[config.mk]
export PLATFORM = sky130hd
export DESIGN_NAME = touch_adc_ctrl
export DESIGN_NICKNAME = d
export VERILOG_FILES = /design/src/rtl/touch_adc_ctrl.sv
export SDC_FILE = /design/constraint.sdc
export NUM_CORES = 1
export LEC_CHECK = 0
export CORE_MARGIN = 10
export CORE_UTILIZATION = 59
export CTS_CLUSTER_DIAMETER = 40
export CTS_CLUSTER_SIZE = 12
export DETAILED_ROUTE_END_ITERATION = 7
export PLACE_DENSITY = 0.79
export SYNTH_ARGS = -nofsm -noshare
export SYNTH_HDL_FRONTEND = slang
export SYNTH_SLANG_ARGS = --single-unit
[constraint.sdc]
create_clock -name sys_clk -period 3.79 [get_ports sys_clk]
set_input_delay 0.758 -clock sys_clk [delete_from_list [all_inputs] [get_ports sys_clk]]
set_output_delay 0.758 -clock sys_clk [all_outputs]
set_load 0.02 [all_outputs]
[src/rtl/touch_adc_ctrl.sv]
// SPI master for an AD7843-style resistive-touch ADC: debounces the pen, converts X then Y while
// the pen is down, and publishes coordinates. Define TOUCH_AVG_EN to publish 4-pair averages.
module touch_adc_ctrl #(
  parameter int CLK_DIV    = 50,
  parameter int DEBOUNCE   = 1000,
  parameter int GAP        = 20000,
  parameter int STROBE_LEN = 4
) (
  input  logic       sys_clk,
  input  logic       iRST,
  input  logic       adc_penirq_n,
  input  logic       adc_dout,
  output logic       adc_dclk,
  output logic       adc_din,
  output logic       adc_cs_n,
  output logic [7:0] x_out,
  output logic [9:0] y_out,
  output logic       new_coord,
  output logic       transmit_en,
  output logic       pen_strobe_n
);

  typedef enum logic [2:0] {
    S_IDLE, S_DEBOUNCE, S_CONV_X, S_CONV_Y, S_PUBLISH, S_GAP_WAIT, S_RELEASE
  } state_t;

  localparam logic [7:0] CMD_X   = 8'hD0;
  localparam logic [7:0] CMD_Y   = 8'h90;
  localparam int         CNT_MAX = (GAP > DEBOUNCE) ? GAP : DEBOUNCE;
  localparam int         CNT_W   = $clog2(CNT_MAX + 1);
  localparam int         DIV_W   = $clog2(CLK_DIV);
  localparam int         STB_W   = $clog2(STROBE_LEN + 1);
  // Half-period index within a frame: 0 = CS setup, 1..48 = DCLK, 49 = CS-high gap after X.
  localparam logic [5:0] PH_GAP     = 6'd49;
  localparam logic [5:0] PH_SMP_LO  = 6'd19;
  localparam logic [5:0] PH_SMP_HI  = 6'd41;

  state_t             state_q, state_d;
  logic               pen_meta_q, pen_sync_q;
  logic [CNT_W-1:0]   cnt_q, cnt_d;
  logic [DIV_W-1:0]   div_q, div_d;
  logic [5:0]         ph_q, ph_d;
  logic [7:0]         cmd_sh_q, cmd_sh_d;
  logic [11:0]        raw_q, raw_d;
  logic [11:0]        raw_x_q, raw_x_d;
  logic               cs_n_q, cs_n_d;
  logic               dclk_q, dclk_d;
  logic               din_q, din_d;
  logic [7:0]         x_q, x_d;
  logic [9:0]         y_q, y_d;
  logic               new_coord_q, new_coord_d;
  logic               tx_en_q, tx_en_d;
  logic               strobe_n_q, strobe_n_d;
  logic [STB_W-1:0]   stb_cnt_q, stb_cnt_d;

`ifdef TOUCH_AVG_EN
  logic [13:0]        sum_x_q, sum_x_d, sum_y_q, sum_y_d;
  logic [13:0]        sum_x_nx, sum_y_nx;
  logic [1:0]         avg_cnt_q, avg_cnt_d;
`endif

  logic               pen_down;
  logic               tick;
  logic [5:0]         ph_nx;
  logic               start_x, start_y;
  logic               pair_valid;

  function automatic logic is_valid(input logic [11:0] v);
    return (v != 12'h000) && (v != 12'hFFF);
  endfunction

  assign pen_down   = ~pen_sync_q;
  assign tick       = (div_q == DIV_W'(CLK_DIV - 1));
  assign ph_nx      = ph_q + 6'd1;
  assign pair_valid = is_valid(raw_x_q) && is_valid(raw_q);

  always_comb begin
    // NOTE: every signal gets its hold value first so no path through the case infers a latch.
    state_d     = state_q;
    cnt_d       = cnt_q;
    div_d       = div_q;
    ph_d        = ph_q;
    cmd_sh_d    = cmd_sh_q;
    raw_d       = raw_q;
    raw_x_d     = raw_x_q;
    cs_n_d      = cs_n_q;
    dclk_d      = dclk_q;
    din_d       = din_q;
    x_d         = x_q;
    y_d         = y_q;
    new_coord_d = 1'b0;
    tx_en_d     = tx_en_q;
    start_x     = 1'b0;
    start_y     = 1'b0;
`ifdef TOUCH_AVG_EN
    sum_x_d     = sum_x_q;
    sum_y_d     = sum_y_q;
    avg_cnt_d   = avg_cnt_q;
    sum_x_nx    = sum_x_q + {2'b00, raw_x_q};
    sum_y_nx    = sum_y_q + {2'b00, raw_q};
`endif

    // The strobe follows the new_coord cycle for STROBE_LEN cycles.
    strobe_n_d = (stb_cnt_q == '0);
    stb_cnt_d  = (stb_cnt_q != '0) ? stb_cnt_q - STB_W'(1) : stb_cnt_q;

    case (state_q)
      S_IDLE: begin
        cnt_d = '0;
`ifdef TOUCH_AVG_EN
        sum_x_d   = '0;
        sum_y_d   = '0;
        avg_cnt_d = '0;
`endif
        if (pen_down) state_d = S_DEBOUNCE;
      end

      S_DEBOUNCE: begin
        if (!pen_down) begin
          state_d = S_IDLE;
          cnt_d   = '0;
        end else if (cnt_q == CNT_W'(DEBOUNCE - 1)) begin
          start_x = 1'b1;
        end else begin
          cnt_d = cnt_q + CNT_W'(1);
        end
      end

      S_CONV_X, S_CONV_Y: begin
        if (!tick) begin
          div_d = div_q + DIV_W'(1);
        end else begin
          div_d = '0;
          ph_d  = ph_nx;
          if (ph_q == PH_GAP) begin
            start_y = 1'b1;
          end else if (ph_nx == PH_GAP) begin
            cs_n_d = 1'b1;
            dclk_d = 1'b0;
            din_d  = 1'b0;
            if (state_q == S_CONV_X) raw_x_d = raw_q;
            else                     state_d = S_PUBLISH;
          end else begin
            dclk_d = ph_nx[0];
            if (!ph_nx[0]) begin
              cmd_sh_d = {cmd_sh_q[6:0], 1'b0};
              din_d    = cmd_sh_q[6];
            end
            if (ph_nx[0] && ph_nx >= PH_SMP_LO && ph_nx <= PH_SMP_HI)
              raw_d = {raw_q[10:0], adc_dout};
          end
        end
      end

      S_PUBLISH: begin
        state_d = S_GAP_WAIT;
        cnt_d   = '0;
        if (pair_valid) begin
`ifdef TOUCH_AVG_EN
          if (avg_cnt_q == 2'd3) begin
            x_d         = sum_x_nx[13:6];
            y_d         = sum_y_nx[13:4];
            new_coord_d = 1'b1;
            tx_en_d     = 1'b1;
            stb_cnt_d   = STB_W'(STROBE_LEN);
            sum_x_d     = '0;
            sum_y_d     = '0;
            avg_cnt_d   = '0;
          end else begin
            sum_x_d   = sum_x_nx;
            sum_y_d   = sum_y_nx;
            avg_cnt_d = avg_cnt_q + 2'd1;
          end
`else
          x_d         = raw_x_q[11:4];
          y_d         = raw_q[11:2];
          new_coord_d = 1'b1;
          tx_en_d     = 1'b1;
          stb_cnt_d   = STB_W'(STROBE_LEN);
`endif
        end
      end

      S_GAP_WAIT: begin
        if (cnt_q == CNT_W'(GAP - 1)) begin
          cnt_d = '0;
          if (pen_down) start_x = 1'b1;
          else          state_d = S_RELEASE;
        end else begin
          cnt_d = cnt_q + CNT_W'(1);
        end
      end

      S_RELEASE: begin
        if (pen_down) begin
          start_x = 1'b1;
        end else if (cnt_q == CNT_W'(DEBOUNCE - 1)) begin
          state_d = S_IDLE;
          cnt_d   = '0;
          tx_en_d = 1'b0;
        end else begin
          cnt_d = cnt_q + CNT_W'(1);
        end
      end

      default: state_d = S_IDLE;
    endcase

    // Opening a frame: CS falls and DIN presents the command MSB before the first DCLK rise.
    if (start_x || start_y) begin
      state_d  = start_x ? S_CONV_X : S_CONV_Y;
      cnt_d    = '0;
      div_d    = '0;
      ph_d     = '0;
      cs_n_d   = 1'b0;
      dclk_d   = 1'b0;
      cmd_sh_d = start_x ? CMD_X : CMD_Y;
      din_d    = start_x ? CMD_X[7] : CMD_Y[7];
      raw_d    = '0;
    end
  end

  // Two-flop synchronizer for the asynchronous pen interrupt; resets to "pen up".
  always_ff @(posedge sys_clk or posedge iRST) begin
    if (iRST) begin
      pen_meta_q <= 1'b1;
      pen_sync_q <= 1'b1;
    end else begin
      pen_meta_q <= adc_penirq_n;
      pen_sync_q <= pen_meta_q;
    end
  end

  // NOTE: non-blocking assignments so every flop samples the pre-edge value of its peers.
  always_ff @(posedge sys_clk or posedge iRST) begin
    if (iRST) begin
      state_q     <= S_IDLE;
      cnt_q       <= '0;
      div_q       <= '0;
      ph_q        <= '0;
      cmd_sh_q    <= '0;
      raw_q       <= '0;
      raw_x_q     <= '0;
      cs_n_q      <= 1'b1;
      dclk_q      <= 1'b0;
      din_q       <= 1'b0;
      x_q         <= '0;
      y_q         <= '0;
      new_coord_q <= 1'b0;
      tx_en_q     <= 1'b0;
      strobe_n_q  <= 1'b1;
      stb_cnt_q   <= '0;
    end else begin
      state_q     <= state_d;
      cnt_q       <= cnt_d;
      div_q       <= div_d;
      ph_q        <= ph_d;
      cmd_sh_q    <= cmd_sh_d;
      raw_q       <= raw_d;
      raw_x_q     <= raw_x_d;
      cs_n_q      <= cs_n_d;
      dclk_q      <= dclk_d;
      din_q       <= din_d;
      x_q         <= x_d;
      y_q         <= y_d;
      new_coord_q <= new_coord_d;
      tx_en_q     <= tx_en_d;
      strobe_n_q  <= strobe_n_d;
      stb_cnt_q   <= stb_cnt_d;
    end
  end

`ifdef TOUCH_AVG_EN
  always_ff @(posedge sys_clk or posedge iRST) begin
    if (iRST) begin
      sum_x_q   <= '0;
      sum_y_q   <= '0;
      avg_cnt_q <= '0;
    end else begin
      sum_x_q   <= sum_x_d;
      sum_y_q   <= sum_y_d;
      avg_cnt_q <= avg_cnt_d;
    end
  end
`endif

  assign adc_cs_n     = cs_n_q;
  assign adc_dclk     = dclk_q;
  assign adc_din      = din_q;
  assign x_out        = x_q;
  assign y_out        = y_q;
  assign new_coord    = new_coord_q;
  assign transmit_en  = tx_en_q;
  assign pen_strobe_n = strobe_n_q;

endmodule

# ---- After elaboration in Yosys (flattened, before gate mapping)
# Cells that the tools add are included.
dict set report totals {
  regBits 90
  word_cells 158
  input_bits 4
  out_inout_bits 24
}
dict set report classes {
  reduce_logical 30
  order_cmp 2
  n_mux 72
  n_addsub 4
  n_bitwise 1
  eq_ne 31
}
# op count
set op_table {}
lappend op_table {{$mux 15} 6}
lappend op_table {{$mux 12} 6}
lappend op_table {{$pmux 15 s4} 1}
lappend op_table {{$mux 7} 7}
lappend op_table {{$mux 3} 14}
lappend op_table {{$mux 6} 6}
lappend op_table {{$ne 3x3->1 const B} 10}
lappend op_table {{$mux 1} 29}
lappend op_table {{$ne 12x12->1 const B} 2}
lappend op_table {{$reduce_bool 12->1} 2}
lappend op_table {{$eq 6x6->1 const B} 3}
lappend op_table {{$pmux 3 s6} 1}
lappend op_table {{$add 15x1->15 const B} 1}
lappend op_table {{$eq 15x10->1 const B} 1}
lappend op_table {{$eq 15x15->1 const B} 1}
lappend op_table {{$reduce_and 5->1} 3}
lappend op_table {{$add 6x1->6 const B} 2}
lappend op_table {{$reduce_and 4->1} 3}
lappend op_table {{$reduce_and 10->1} 1}
lappend op_table {{$reduce_bool 2->1} 5}
lappend op_table {{$eq 3x3->1 const B} 3}
lappend op_table {{$eq 3x2->1 const B} 2}
lappend op_table {{$ge 6x5->1 const B} 1}
lappend op_table {{$le 6x6->1 const B} 1}
lappend op_table {{other kinds (17)} 29}

# ---- Depth between registers and ports, before layout
dict set report depth {
  ltp_word 10
  depth_mapped 11
  mapped_depth_nobuf 8
}

# ---- Least setup slack after synthesis
# Ideal clock, no wire load.
dict set report synth_timing {
  path_kind {register to register}
  start {register ph_q[0]}
  end {register raw_x_q[0]}
  t_required_ns 3.665
  setup_ns 0.125
  stages_incl_launch_ff 11
  t_arrival_ns 2.660
  slack_ns 1.005
  n_path_buf 2
  cell_sequence {dfrtp_1 -> clkbuf_1 -> inv_1 -> ha_1 -> nand2b_1 -> or4_1 -> a31o_2 -> nand2b_4 -> or3_4 -> buf_6 -> mux2_4}
}
dict set report synth_via {
  elab_chain_len 3
  elab_cells_between_ends 5
}
# item line_no
set synth_rtl {}
lappend synth_rtl {{start: declaration} 42} ;# logic [5:0] ph_q, ph_d;
lappend synth_rtl {{start signal: assignment} 257} ;# ph_q <= ph_d;
lappend synth_rtl {{$add 6x1->6 / $eq 6x6->1 (equally long branches)} {74, 135}}
lappend synth_rtl {{$eq 6x6->1 / $not 1->1 (equally long branches)} --}
lappend synth_rtl {{$reduce_and 5->1 (no line) (*)} --}
lappend synth_rtl {{end signal: assignment} 260} ;# raw_x_q <= raw_x_d;
lappend synth_rtl {{end: declaration} 45} ;# logic [11:0] raw_x_q, raw_x_d;
# Mark *: on every way between the ends. The rest lies on a longest branch, timed or not.
# A chain may end at the register's enable or synchronous reset.

# ---- Final worst setup path
dict set report layout_timing {
  start {register ph_q[0]}
  end {register raw_x_q[4]}
}
# Same word-level chain as after synthesis.

==> out/qor.yml <==
n_antenna_cell: 0
hold_depth: 0
rows: 31
syn_inst: 434
num_vias: 3371
clk_path_buf_depth: 2
hold_ws_ns: 0.3610
drv_cap: 0
crit_type: "flip-flop to flip-flop"
start_kind: "flip-flop"
relSlewSlack: 0.4278
insertion_delay_ns: 0.36
ir_drop_mv: 0.2114
r2r_slack_ns: 0.76
ys_ff_latch: 86
wl_um: 9244
ys_async_sr_fraction: 1.000
rr_worst_depth: 7
core_area_um2: 7253
internal-power_mw: 1.287
final_net_count: 468
power_frac_comb: 0.062
tns_ns: 0
synth_warnings: 0
cp.arrival_ns: 3.28
power.clock.fraction: 0.387
grt_pass1_vias: 3218
drc: 0
rsz0062_at_grt: "false"
cts_htree_levels: 3
switchingPower_mw: 0.4450
drt-pass1-iter-count: 4
postCtsSetupBuffers: 0
total_power_mw: 1.732
hold_start: "pen_meta_q"
vias_per_cell: 6.041
hold_path_class: "flip-flop to flip-flop"
dieArea_um2: 11340
die_w_um: 106.5
hpwlAfterDp_um: 6484
numCtsBuffers: 9
switching_share: 0.2569
status: "complete, no violations"
cts.sinks: 86
cts.clk_slew.worst_paths_ns: 0.09
setup_viol: 0
clk_root_buffer_cell: "clkbuf_8"
die_y_um: 106.5
syn_to_final_growth_pct: 12.39
required_ns: 4.04
layout_commonest_cell: "dfrtp_1"
gr-usage-all-layers: 0.1703
cp-end-kind: "flip-flop"
wl_per_cell_um: 16.57
power_density_nw_per_um2: 349.2
grt_overflow: 0
grt_pass1_wl_um: 15850
layout-drive-gt1-share: 0.1503
finalCritPeriodShare: 0.7990
ctsHoldBuffers: 0
skew_ns: 0.01338
ys.flop_type: "dfrtp_1"
yosysSeqAreaShare: 0.4888
drt_iter0_markers: 283
synth_cell_type_count: 63
layout.cells.non_filler: 558
p_leak_nw: 2.248
seq_power_share: 0.552
dp_cells: 542
place_congestion: 0.8848
fin_crit_ns: 3.028
syn_area_um2: 4413
io_pins: 28
grt_max_degree: 51
fmax_mhz: 330.2
antenna_found_initial: 0
drv_slew: 0
syn-num-nets: 448
port_buffers: 27
initial_core_util: 0.6084
critPathMaxFanout: 16
antenna_left: 0
cts_tree: "built"
syn_area_per_cell_um2: 10.17
synth_edf_count: 0
layout_common_cells: "82 x dfrtp_1, 43 x nand2_1, 33 x nor2_1"
cts_resized: 0
hold_viol: 0
tightest_slew_ns: 0.8574
reg2reg_from: "ph_q[0]"
worstSetupStartpoint: "ph_q[0]"
fillers: 552
[worst paths after layout]
check,end
worst min register to register,pen_sync_q
min in group asynchronous,cmd_sh_q[6]
worst max register to register,raw_x_q[4]
max in group asynchronous,pen_meta_q
worst max-delay path,raw_x_q[4]
worst min-delay path,pen_sync_q
[critical path: stages (launching register included)]
cell	delay, ns
dfrtp_1	0.57
ha_1	0.43
nand2b_1	0.22
or4_1	0.46
a31o_2	0.29
nand2b_4	0.16
or3_4	0.45
mux2_4	0.33
[cell families after synthesis]
group	synth area share
compound gates	0.1211
flops	0.4888
simple gates	0.2109
xor+xnor	0.02580
buf+inv	0.03742
fa+ha+maj	0.02835
mux	0.08761
[metal layers]
layer | track usage | vias to the layer above | wire length, um | share of wire
li1 | - | 1605 | - | -
met1 | 0.2158 | 1676 | 4194 | 0.45
met2 | 0.2725 | 80 | 4591 | 0.50
met3 | 0.03382 | 10 | 305 | 0.033
met4 | 0.08414 | 0 | 153 | 0.017
met5 | 0 | - | 0 | 0
[per-stage QoR]
step	setup slack (ns)	util	cell area, um2
2_1_floorplan	0.8168	-	4413
3_3_place_gp	0.8769	0.6553	4753
3_5_place_dp	0.7913	0.6553	4753
4_1_cts	0.7837	0.6838	4960
5_1_grt	0.5789	0.6838	4960
6_report	0.7617	0.6838	4960
[cells in the mapped netlist (4+ instances only)]
| cell type | n | area share |
|---|---|---|
| mux2_2 | 21 | 0.054 |
| xnor2_1 | 5 | 0.0099 |
| a21oi_1 | 15 | 0.017 |
| nand3_1 | 25 | 0.028 |
| or3_1 | 5 | 0.0071 |
| nand4_1 | 12 | 0.017 |
| nand2b_1 | 9 | 0.013 |
| nor2_1 | 33 | 0.028 |
| clkbuf_1 | 11 | 0.0094 |
| o21ai_0 | 25 | 0.028 |
| dfrtp_1 | 82 | 0.46 |
| nor3_1 | 9 | 0.010 |
| nand2_1 | 43 | 0.037 |
| and3_1 | 5 | 0.0071 |
| dfstp_2 | 4 | 0.024 |
| ha_1 | 10 | 0.028 |
| nor4_1 | 9 | 0.013 |
| inv_1 | 15 | 0.013 |
| buf_2 | 9 | 0.010 |
| mux2_4 | 10 | 0.034 |
| xor2_1 | 8 | 0.016 |
[layout make-up]
cell class / count / area, um2 / share of cell area
well taps: 99 / 123.9 / 0.02497
clock buffers: 9 / 123.9 / 0.02497
clock inverters: 7 / 82.58 / 0.01665
flip-flops and latches: 86 / 2157 / 0.4349
repair buffers: 31 / 312.8 / 0.06307
multi-input cells: 311 / 2102 / 0.4238
inverters: 15 / 57.56 / 0.01160
[flip-flops by register name, indices dropped and copies added, names as in the netlist, 6 cells and up]
register  cells
cnt_q        15
raw_q        12
raw_x_q      12
y_out        10
x_out         8
div_q         6
ph_q          6
[power by group through the flow]
stage	logic, mW	clock network (mW)	registers, mW
after floorplan	0.0968	0	0.956
after global placement	0.104	0	0.971
after detailed placement	0.107	0	0.973
after CTS	0.108	0.682	0.955
after global routing	0.121	0.728	0.958
final	0.107	0.670	0.955
No activity file was read; power rests on OpenSTA's default activity.
